File: config.mk
export PLATFORM = sky130hd
export DESIGN_NAME = wb_cmd_master_flat
export DESIGN_NICKNAME = d
export VERILOG_FILES = /design/src/rtl/wb_cmd_master_pkg.sv /design/src/rtl/wb_cmd_master_if.sv /design/src/rtl/wb_cmd_timeout.sv /design/src/rtl/wb_cmd_master.sv /design/src/flat_wrapper.sv
export SDC_FILE = /design/constraint.sdc
export NUM_CORES = 1
export LEC_CHECK = 0
export BUFFER_PORTS_ARGS = -buffer_cell sky130_fd_sc_hd__buf_4
export CAP_MARGIN = 5
export CORE_AREA = 2 2 100 102
export DETAILED_ROUTE_END_ITERATION = 12
export DIE_AREA = 0 0 102 104
export GPL_ROUTABILITY_DRIVEN = 0
export PLACE_DENSITY = 0.78
export SLEW_MARGIN = 30
export SYNTH_ARGS = -nofsm -noshare
export SYNTH_HDL_FRONTEND = slang
export SYNTH_SLANG_ARGS = --single-unit
File: constraint.sdc
create_clock -name wb_clk_i -period 3.8 [get_ports wb_clk_i]
set_input_delay 0.76 -clock wb_clk_i [delete_from_list [all_inputs] [get_ports wb_clk_i]]
set_output_delay 0.76 -clock wb_clk_i [all_outputs]
set_load 0.005 [all_outputs]
File: src/rtl/wb_cmd_master_pkg.sv
// Shared types and widths for the Wishbone command master.
package wb_cmd_master_pkg;

    localparam int unsigned AdrW = 32;
    localparam int unsigned DatW = 32;
    localparam int unsigned SelW = 4;

    typedef enum logic [1:0] {
        StIdle,
        StBus,
        StResp
    } wbm_state_t;

endpackage

File: src/rtl/wb_cmd_master_if.sv
// Command, response and Wishbone master signals bundled for wb_cmd_master.
interface wb_cmd_master_if;
    import wb_cmd_master_pkg::*;

    logic            cmd_valid;
    logic            cmd_ready;
    logic            cmd_we;
    logic [AdrW-1:0] cmd_adr;
    logic [DatW-1:0] cmd_dat;
    logic [SelW-1:0] cmd_sel;

    logic            rsp_valid;
    logic            rsp_ready;
    logic [DatW-1:0] rsp_dat;
    logic            rsp_err;

    logic            wbm_cyc_o;
    logic            wbm_stb_o;
    logic            wbm_we_o;
    logic [AdrW-1:0] wbm_adr_o;
    logic [DatW-1:0] wbm_dat_o;
    logic [SelW-1:0] wbm_sel_o;
    logic            wbm_ack_i;
    logic [DatW-1:0] wbm_dat_i;

    modport master (
        input  cmd_valid, cmd_we, cmd_adr, cmd_dat, cmd_sel,
        input  rsp_ready,
        input  wbm_ack_i, wbm_dat_i,
        output cmd_ready,
        output rsp_valid, rsp_dat, rsp_err,
        output wbm_cyc_o, wbm_stb_o, wbm_we_o, wbm_adr_o, wbm_dat_o, wbm_sel_o
    );

    modport slave (
        output cmd_valid, cmd_we, cmd_adr, cmd_dat, cmd_sel,
        output rsp_ready,
        output wbm_ack_i, wbm_dat_i,
        input  cmd_ready,
        input  rsp_valid, rsp_dat, rsp_err,
        input  wbm_cyc_o, wbm_stb_o, wbm_we_o, wbm_adr_o, wbm_dat_o, wbm_sel_o
    );

endinterface

File: src/rtl/wb_cmd_timeout.sv
// Saturating bus-wait watchdog: expired_o is high on the TimeoutCycles-th enabled cycle.
module wb_cmd_timeout #(
    parameter int unsigned TimeoutCycles = 255
) (
    input  logic clk_i,
    input  logic rst_i,
    input  logic clr_i,
    input  logic en_i,
    output logic expired_o
);

    localparam int unsigned CntW = $clog2(TimeoutCycles + 1);
    localparam logic [CntW-1:0] CntMax  = CntW'(TimeoutCycles);
    localparam logic [CntW-1:0] CntLast = CntW'(TimeoutCycles - 1);

    logic [CntW-1:0] cnt_q, cnt_d;

    always_comb begin
        cnt_d = cnt_q;
        if (clr_i) begin
            cnt_d = '0;
        end else if (en_i && (cnt_q != CntMax)) begin
            cnt_d = cnt_q + 1'b1;
        end
    end

    always_ff @(posedge clk_i or posedge rst_i) begin
        if (rst_i) begin
            cnt_q <= '0;
        end else begin
            cnt_q <= cnt_d;
        end
    end

    // The edge that would complete the TimeoutCycles-th wait cycle is the expiry edge.
    assign expired_o = (cnt_q >= CntLast);

endmodule

File: src/rtl/wb_cmd_master.sv
// Valid/ready command stream to single Wishbone classic cycles.
// Define WB_CMD_MASTER_TIMEOUT_EN to enable the no-ack watchdog.
module wb_cmd_master
    import wb_cmd_master_pkg::*;
#(
    parameter int unsigned TIMEOUT_CYCLES = 255
) (
    input logic                 wb_clk_i,
    input logic                 wb_rst_i,
    wb_cmd_master_if.master     bus
);

    if (TIMEOUT_CYCLES < 1 || TIMEOUT_CYCLES > 65535) begin : g_bad_timeout
        $error("TIMEOUT_CYCLES out of range 1..65535");
    end

    wbm_state_t      state_q, state_d;
    logic            cmd_ready_q, cmd_ready_d;
    logic            cyc_q, cyc_d;
    logic            stb_q, stb_d;
    logic            we_q, we_d;
    logic [AdrW-1:0] adr_q, adr_d;
    logic [DatW-1:0] dat_q, dat_d;
    logic [SelW-1:0] sel_q, sel_d;
    logic            rsp_valid_q, rsp_valid_d;
    logic [DatW-1:0] rsp_dat_q, rsp_dat_d;
    logic            rsp_err_q, rsp_err_d;

    logic cmd_hs;
    logic expired;

    assign cmd_hs = bus.cmd_valid && cmd_ready_q;

`ifdef WB_CMD_MASTER_TIMEOUT_EN
    wb_cmd_timeout #(
        .TimeoutCycles (TIMEOUT_CYCLES)
    ) u_timeout (
        .clk_i     (wb_clk_i),
        .rst_i     (wb_rst_i),
        .clr_i     (cmd_hs),
        .en_i      (state_q == StBus),
        .expired_o (expired)
    );
`else
    assign expired = 1'b0;
`endif

    always_comb begin
        state_d     = state_q;
        cyc_d       = cyc_q;
        stb_d       = stb_q;
        we_d        = we_q;
        adr_d       = adr_q;
        dat_d       = dat_q;
        sel_d       = sel_q;
        rsp_valid_d = rsp_valid_q;
        rsp_dat_d   = rsp_dat_q;
        rsp_err_d   = rsp_err_q;

        unique case (state_q)
            StIdle: begin
                if (cmd_hs) begin
                    we_d    = bus.cmd_we;
                    adr_d   = bus.cmd_adr;
                    dat_d   = bus.cmd_dat;
                    sel_d   = bus.cmd_sel;
                    cyc_d   = 1'b1;
                    stb_d   = 1'b1;
                    state_d = StBus;
                end
            end
            StBus: begin
                // Ack is checked first so a last-cycle ack still returns data.
                if (bus.wbm_ack_i) begin
                    rsp_dat_d   = we_q ? '0 : bus.wbm_dat_i;
                    rsp_err_d   = 1'b0;
                    cyc_d       = 1'b0;
                    stb_d       = 1'b0;
                    rsp_valid_d = 1'b1;
                    state_d     = StResp;
                end else if (expired) begin
                    rsp_dat_d   = '0;
                    rsp_err_d   = 1'b1;
                    cyc_d       = 1'b0;
                    stb_d       = 1'b0;
                    rsp_valid_d = 1'b1;
                    state_d     = StResp;
                end
            end
            StResp: begin
                if (bus.rsp_ready) begin
                    rsp_valid_d = 1'b0;
                    state_d     = StIdle;
                end
            end
            default: state_d = StIdle;
        endcase

        cmd_ready_d = (state_d == StIdle);
    end

    always_ff @(posedge wb_clk_i or posedge wb_rst_i) begin
        if (wb_rst_i) begin
            state_q     <= StIdle;
            cmd_ready_q <= 1'b0;
            cyc_q       <= 1'b0;
            stb_q       <= 1'b0;
            we_q        <= 1'b0;
            adr_q       <= '0;
            dat_q       <= '0;
            sel_q       <= '0;
            rsp_valid_q <= 1'b0;
            rsp_dat_q   <= '0;
            rsp_err_q   <= 1'b0;
        end else begin
            state_q     <= state_d;
            cmd_ready_q <= cmd_ready_d;
            cyc_q       <= cyc_d;
            stb_q       <= stb_d;
            we_q        <= we_d;
            adr_q       <= adr_d;
            dat_q       <= dat_d;
            sel_q       <= sel_d;
            rsp_valid_q <= rsp_valid_d;
            rsp_dat_q   <= rsp_dat_d;
            rsp_err_q   <= rsp_err_d;
        end
    end

    assign bus.cmd_ready = cmd_ready_q;
    assign bus.wbm_cyc_o = cyc_q;
    assign bus.wbm_stb_o = stb_q;
    assign bus.wbm_we_o  = we_q;
    assign bus.wbm_adr_o = adr_q;
    assign bus.wbm_dat_o = dat_q;
    assign bus.wbm_sel_o = sel_q;
    assign bus.rsp_valid = rsp_valid_q;
    assign bus.rsp_dat   = rsp_dat_q;
    assign bus.rsp_err   = rsp_err_q;

endmodule

File: src/flat_wrapper.sv
// flat-port wrapper written by rule: the top's interface ports become plain ports
module wb_cmd_master_flat import wb_cmd_master_pkg::*;
#(
    parameter int unsigned TIMEOUT_CYCLES = 255
)
  (wb_clk_i, wb_rst_i, bus_cmd_valid, bus_cmd_we, bus_cmd_adr, bus_cmd_dat, bus_cmd_sel, bus_rsp_ready, bus_wbm_ack_i, bus_wbm_dat_i, bus_cmd_ready, bus_rsp_valid, bus_rsp_dat, bus_rsp_err, bus_wbm_cyc_o, bus_wbm_stb_o, bus_wbm_we_o, bus_wbm_adr_o, bus_wbm_dat_o, bus_wbm_sel_o);
  wb_cmd_master_if bus_i ();
  input logic wb_clk_i;
  input logic wb_rst_i;
  input wire logic [$bits(bus_i.cmd_valid)-1:0] bus_cmd_valid;
  input wire logic [$bits(bus_i.cmd_we)-1:0] bus_cmd_we;
  input wire logic [$bits(bus_i.cmd_adr)-1:0] bus_cmd_adr;
  input wire logic [$bits(bus_i.cmd_dat)-1:0] bus_cmd_dat;
  input wire logic [$bits(bus_i.cmd_sel)-1:0] bus_cmd_sel;
  input wire logic [$bits(bus_i.rsp_ready)-1:0] bus_rsp_ready;
  input wire logic [$bits(bus_i.wbm_ack_i)-1:0] bus_wbm_ack_i;
  input wire logic [$bits(bus_i.wbm_dat_i)-1:0] bus_wbm_dat_i;
  output wire logic [$bits(bus_i.cmd_ready)-1:0] bus_cmd_ready;
  output wire logic [$bits(bus_i.rsp_valid)-1:0] bus_rsp_valid;
  output wire logic [$bits(bus_i.rsp_dat)-1:0] bus_rsp_dat;
  output wire logic [$bits(bus_i.rsp_err)-1:0] bus_rsp_err;
  output wire logic [$bits(bus_i.wbm_cyc_o)-1:0] bus_wbm_cyc_o;
  output wire logic [$bits(bus_i.wbm_stb_o)-1:0] bus_wbm_stb_o;
  output wire logic [$bits(bus_i.wbm_we_o)-1:0] bus_wbm_we_o;
  output wire logic [$bits(bus_i.wbm_adr_o)-1:0] bus_wbm_adr_o;
  output wire logic [$bits(bus_i.wbm_dat_o)-1:0] bus_wbm_dat_o;
  output wire logic [$bits(bus_i.wbm_sel_o)-1:0] bus_wbm_sel_o;
  assign bus_i.cmd_valid = bus_cmd_valid;
  assign bus_i.cmd_we = bus_cmd_we;
  assign bus_i.cmd_adr = bus_cmd_adr;
  assign bus_i.cmd_dat = bus_cmd_dat;
  assign bus_i.cmd_sel = bus_cmd_sel;
  assign bus_i.rsp_ready = bus_rsp_ready;
  assign bus_i.wbm_ack_i = bus_wbm_ack_i;
  assign bus_i.wbm_dat_i = bus_wbm_dat_i;
  assign bus_cmd_ready = bus_i.cmd_ready;
  assign bus_rsp_valid = bus_i.rsp_valid;
  assign bus_rsp_dat = bus_i.rsp_dat;
  assign bus_rsp_err = bus_i.rsp_err;
  assign bus_wbm_cyc_o = bus_i.wbm_cyc_o;
  assign bus_wbm_stb_o = bus_i.wbm_stb_o;
  assign bus_wbm_we_o = bus_i.wbm_we_o;
  assign bus_wbm_adr_o = bus_i.wbm_adr_o;
  assign bus_wbm_dat_o = bus_i.wbm_dat_o;
  assign bus_wbm_sel_o = bus_i.wbm_sel_o;
  wb_cmd_master #(.TIMEOUT_CYCLES(TIMEOUT_CYCLES)) u_core (.wb_clk_i(wb_clk_i), .wb_rst_i(wb_rst_i), .bus(bus_i));
endmodule
### Word-level counts from Yosys, hierarchy flattened

Cells that the tools add are included.

| storage, ports and cells | value |
|---|---|
| bits in registers | 106 |
| latch bits | 0 |
| bits in writable memories | 0 |
| ROM bits | 0 |
| input bits | 106 |
| output and inout bits | 106 |
| memories kept | 0 |

| operators by class | value |
|---|---|
| add/sub/neg operators | 0 |
| multipliers | 0 |
| div/mod/pow operators | 0 |
| magnitude comparators | 0 |
| equal/unequal tests | 5 |
| shift-type cells | 0 |
| muxes and demuxes | 11 |
| bitwise operators | 0 |
| reductions and logical operators | 9 |

Operators with widths:

| cell | count |
|---|---|
| 32-bit two-way mux | 1 |
| 2-bit two-way mux | 3 |
| 2-bit case mux with 3 select lines | 1 |
| 3-bit AND reduction | 2 |
| 2-bit zero test | 2 |
| 1-bit two-way mux | 4 |
| 2-bit != test (second input constant) | 2 |
| 1-bit case mux with 2 select lines | 2 |
| 2-bit AND reduction | 2 |
| 2-bit nonzero test | 2 |
| 2-bit by 1-bit equality test with 1-bit output (second input constant) | 1 |
| 2-bit equality test (second input constant) | 1 |
| 2-bit by 1-bit != test with 1-bit output (second input constant) | 1 |
| 1-bit logical AND | 1 |

### Logic depth before layout (Yosys ltp)

| logic depth | value |
|---|---|
| depth in word-level cells | 4 |
| mapped depth | 6 |
| depth with buffers taken out | 3 |

### Least setup slack after synthesis

No wires, ideal clock.

| timing path | value |
|---|---|
| path kind | input to register |
| start | in bus_cmd_valid |
| end | reg u_core.adr_q[0], in the netlist u_core.bus.wbm_adr_o[0] |
| setup time | 0.125 ns |
| arrival time | 1.668 ns |
| data required time | 3.675 ns |
| path slack | 2.007 ns |
| stages | 4 |
| path buffers | 1 |
| cell sequence | nand2_1 -> nor3_4 -> buf_6 -> mux2_2 |

| on the way | value |
|---|---|
| longest elaborated chain between the ends | 2 |

Ends and longest elaborated chain:

| element | line | text |
|---|---|---|
| start, declared | flat_wrapper.sv:10 | `input wire logic [$bits(bus_i.cmd_valid)-1:0] bus_cmd_valid;` |
| 1-bit logical AND | wb_cmd_master.sv:32 | `assign cmd_hs = bus.cmd_valid && cmd_ready_q;` |
| 2-bit AND reduction (no source line) | n/a |  |
| end signal, assigned | wb_cmd_master.sv:121 | `adr_q <= adr_d;` |
| end, declared | wb_cmd_master.sv:22 | `logic [AdrW-1:0] adr_q, adr_d;` |

Every way passes these cells.
A chain may end at the register's enable or synchronous reset.

### Worst setup path in the final report

| timing path | value |
|---|---|
| start | reg u_core.we_q, in the netlist u_core.bus.wbm_we_o |
| end | out bus_wbm_we_o |

RTL lines:

| element | line | text |
|---|---|---|
| start, declared | wb_cmd_master.sv:21 | `logic we_q, we_d;` |
| start signal, assigned | wb_cmd_master.sv:120 | `we_q <= we_d;` |
| end, declared | flat_wrapper.sv:24 | `output wire logic [$bits(bus_i.wbm_we_o)-1:0] bus_wbm_we_o;` |

No word-level cell between the ends.

==> metrics.txt <==
setup TNS after final layout=0 ns; type of origin of the critical path=flip-flop; CTS sink count=106; die width=102 um; row count=36; EDFF count, synth=0; Worst Max-Slew Pin Slew=0.852 ns; Yosys top cell by area=dfrtp_1; max_cap viols=0; Syn Area/Cell=13.5 sq um; Distinct cells, synth=19; core area=9550 sq um; Seq. cell area=~2700 sq um; top-count cell post-synth=dfrtp_1; Clock Skew=0.00907 ns; worst path cell trace=buf_4; Vert. Die Dim=around 100 um; drt pass-1 iters=4; fillcell total=798; deepest clock path buffer count=2; first-pass GRT wire length=15300 um; Peak VDD IR=around 370 uV; Port Buffer Count=210; pwr dens=755 nW/um^2; Final Net Count=620; hold crit path type=reg2reg; DR vias/cell=about 4.6; CP bufs+invs=1; I/O pins=212; Post-Syn Nets=416; Clock transition at path regs=0.09 ns; via count=3028; Ys Warns=0; drt drc=0; CP delay by family, top=flip-flops; # resized after CTS=0; slew margin rel.=43.2%; critical-path maximum fanout=34; # H-tree levels=3; area grow syn2layout=43.2%; drt initial violations=56; max incr delay on CP=0.86 ns; async set or reset register ratio after synthesis=100%; post-synth top area share=63.6%; Leak=2.91 nW; CTS tree=done; Crit path required time=3.04 ns; Post-synth top flop=dfrtp_1; Worst R2R Setup Slack=1.82 ns; RSZ-0062 raised after global routing=no; largest cells by area after synthesis=dfrtp_1 64%, mux2_2 19%, nand2b_1 4.9%; max-slew violation count=0; Setup Fix Bufs, Post-CTS=0; fin cells=652; total CTS buffers=9; routed wire length per instance=15.0 um; Syn Inst Count=310; All-Layer GR Usage=18.5%; # hold bufs at CTS=0; final hold viol count=0; # diodes=0; fin crit share=between 50% and 60%; hpwl dp=7220 um; capturing element type of the critical path=output pin; min Tclk post-route=about 2.2 ns; Critical Path AT=about 1.5 ns; register area share after synthesis=63.6%; fraction of layout cells with a size suffix above 1=57.2%; largest net degree at the start of global routing=a little under 100; final setup violation count=0; number of global-route vias before repair=around 3000; ANT nets after route=0; CP Class=reg2out; initial core utilization=43.7%; DP Cell Count=636; synthesized cell area=approximately 4200 sq um; top cells by count, synth=106 x dfrtp_1, 70 x mux2_2, 36 x nand2_1; grt total ovfl=0; Root Buffer=clkbuf_8; status=complete, no violations; Multi-input gate area=approximately 1400 sq um; Worst path slowest cell=dfrtp_1; total die area=10600 sq um; Worst-Skew Late Latency=0.36 ns; #FFs+latches synth=106; initial antenna violation count=0; f_max=450 MHz; WL final=9750 um
## sequential cells by signal (all words and copies together) (netlist names)
signal,cells
u_core.bus.wbm_adr_o,32
u_core.bus.wbm_dat_o,32
u_core.bus.wbm_we_o,1
u_core.state_q,2
u_core.bus.rsp_dat,32
u_core.bus.wbm_sel_o,4
u_core.bus.rsp_valid,1
u_core.bus.wbm_cyc_o,1
u_core.bus.cmd_ready,1
## path summary, 6_finish.rpt
check,start,to,cells after the start
worst max register to register,u_core.state_q[0],u_core.bus.wbm_sel_o[3],3
min in group asynchronous,wb_rst_i,u_core.bus.wbm_adr_o[16],2
worst min register to register,u_core.bus.rsp_dat[25],u_core.bus.rsp_dat[25],2
worst max-delay path,u_core.bus.wbm_we_o,bus_wbm_we_o,1
worst min-delay path,u_core.bus.rsp_dat[25],u_core.bus.rsp_dat[25],2
max in group asynchronous,wb_rst_i,u_core.bus.wbm_adr_o[29],3
## placed cells by master, fill, tap and decap left out, drive strengths merged
master,count
a211o,1
a21oi,3
buf,213
bufinv,1
clkbuf,13
clkinv,2
conb,1
dfrtp,106
inv,2
mux2,70
nand2,36
nand2b,33
nand3b,1
nor2,2
nor2b,1
nor3,1
o21a,1
o21ai,32
## power by group
group          total (mW)  internal (mW)  switching, mW
sequential           1.99           1.65          0.339
combinational        1.86           1.21          0.657
clock               0.657          0.304          0.353
total                4.51           3.16           1.35
## through the flow
stage                     instance area (sq um)  util [%]  hold WS, ns  power (mW)  setup WS (ns)
final                                      5970      62.6        0.491        4.51           1.58
after global routing                       5970      62.6        0.521        4.83           1.44
after CTS                                  5970      62.5        0.495        4.58           1.53
after detailed placement                   5790      60.7        0.474        3.93           1.44
after global placement                     5790      60.6        0.466        3.82           1.52
after floorplan                            4170         -        0.473        2.88          0.251
## layer usage
layer / global-route usage, % / vias up / share of wire [%]
li1: - / 1439 / -
met2: 31.0 / 131 / 50
met3: 4.91 / 11 / 9.0
met4: 7.43 / 0 / 1.5
met5: 0 / - / 0
met1: 22.6 / 1447 / 39
## layout make-up
class,instances,area share [%]
repair buffers,213,26.8
multi-input cells,182,22.8
clock inverters,3,0.670
well taps,133,2.79
inverters,2,0.251
flip-flops and latches,106,44.4
clock buffers,13,2.32
## kinds of logic (layout without fill, tap and decap cells)
family / count (synthesis) / in the layout / synth area share, %
AOI/OAI and AO/OA: 37 / 37 / 4.59
buffers and inverters: 22 / 231 / 3.75
DFF: 106 / 106 / 63.6
muxes: 70 / 70 / 18.9
other: 1 / 1 / 0.0899
and+or+nand+nor: 74 / 74 / 9.09
Note: power is estimated with default switching activity, not from simulation.
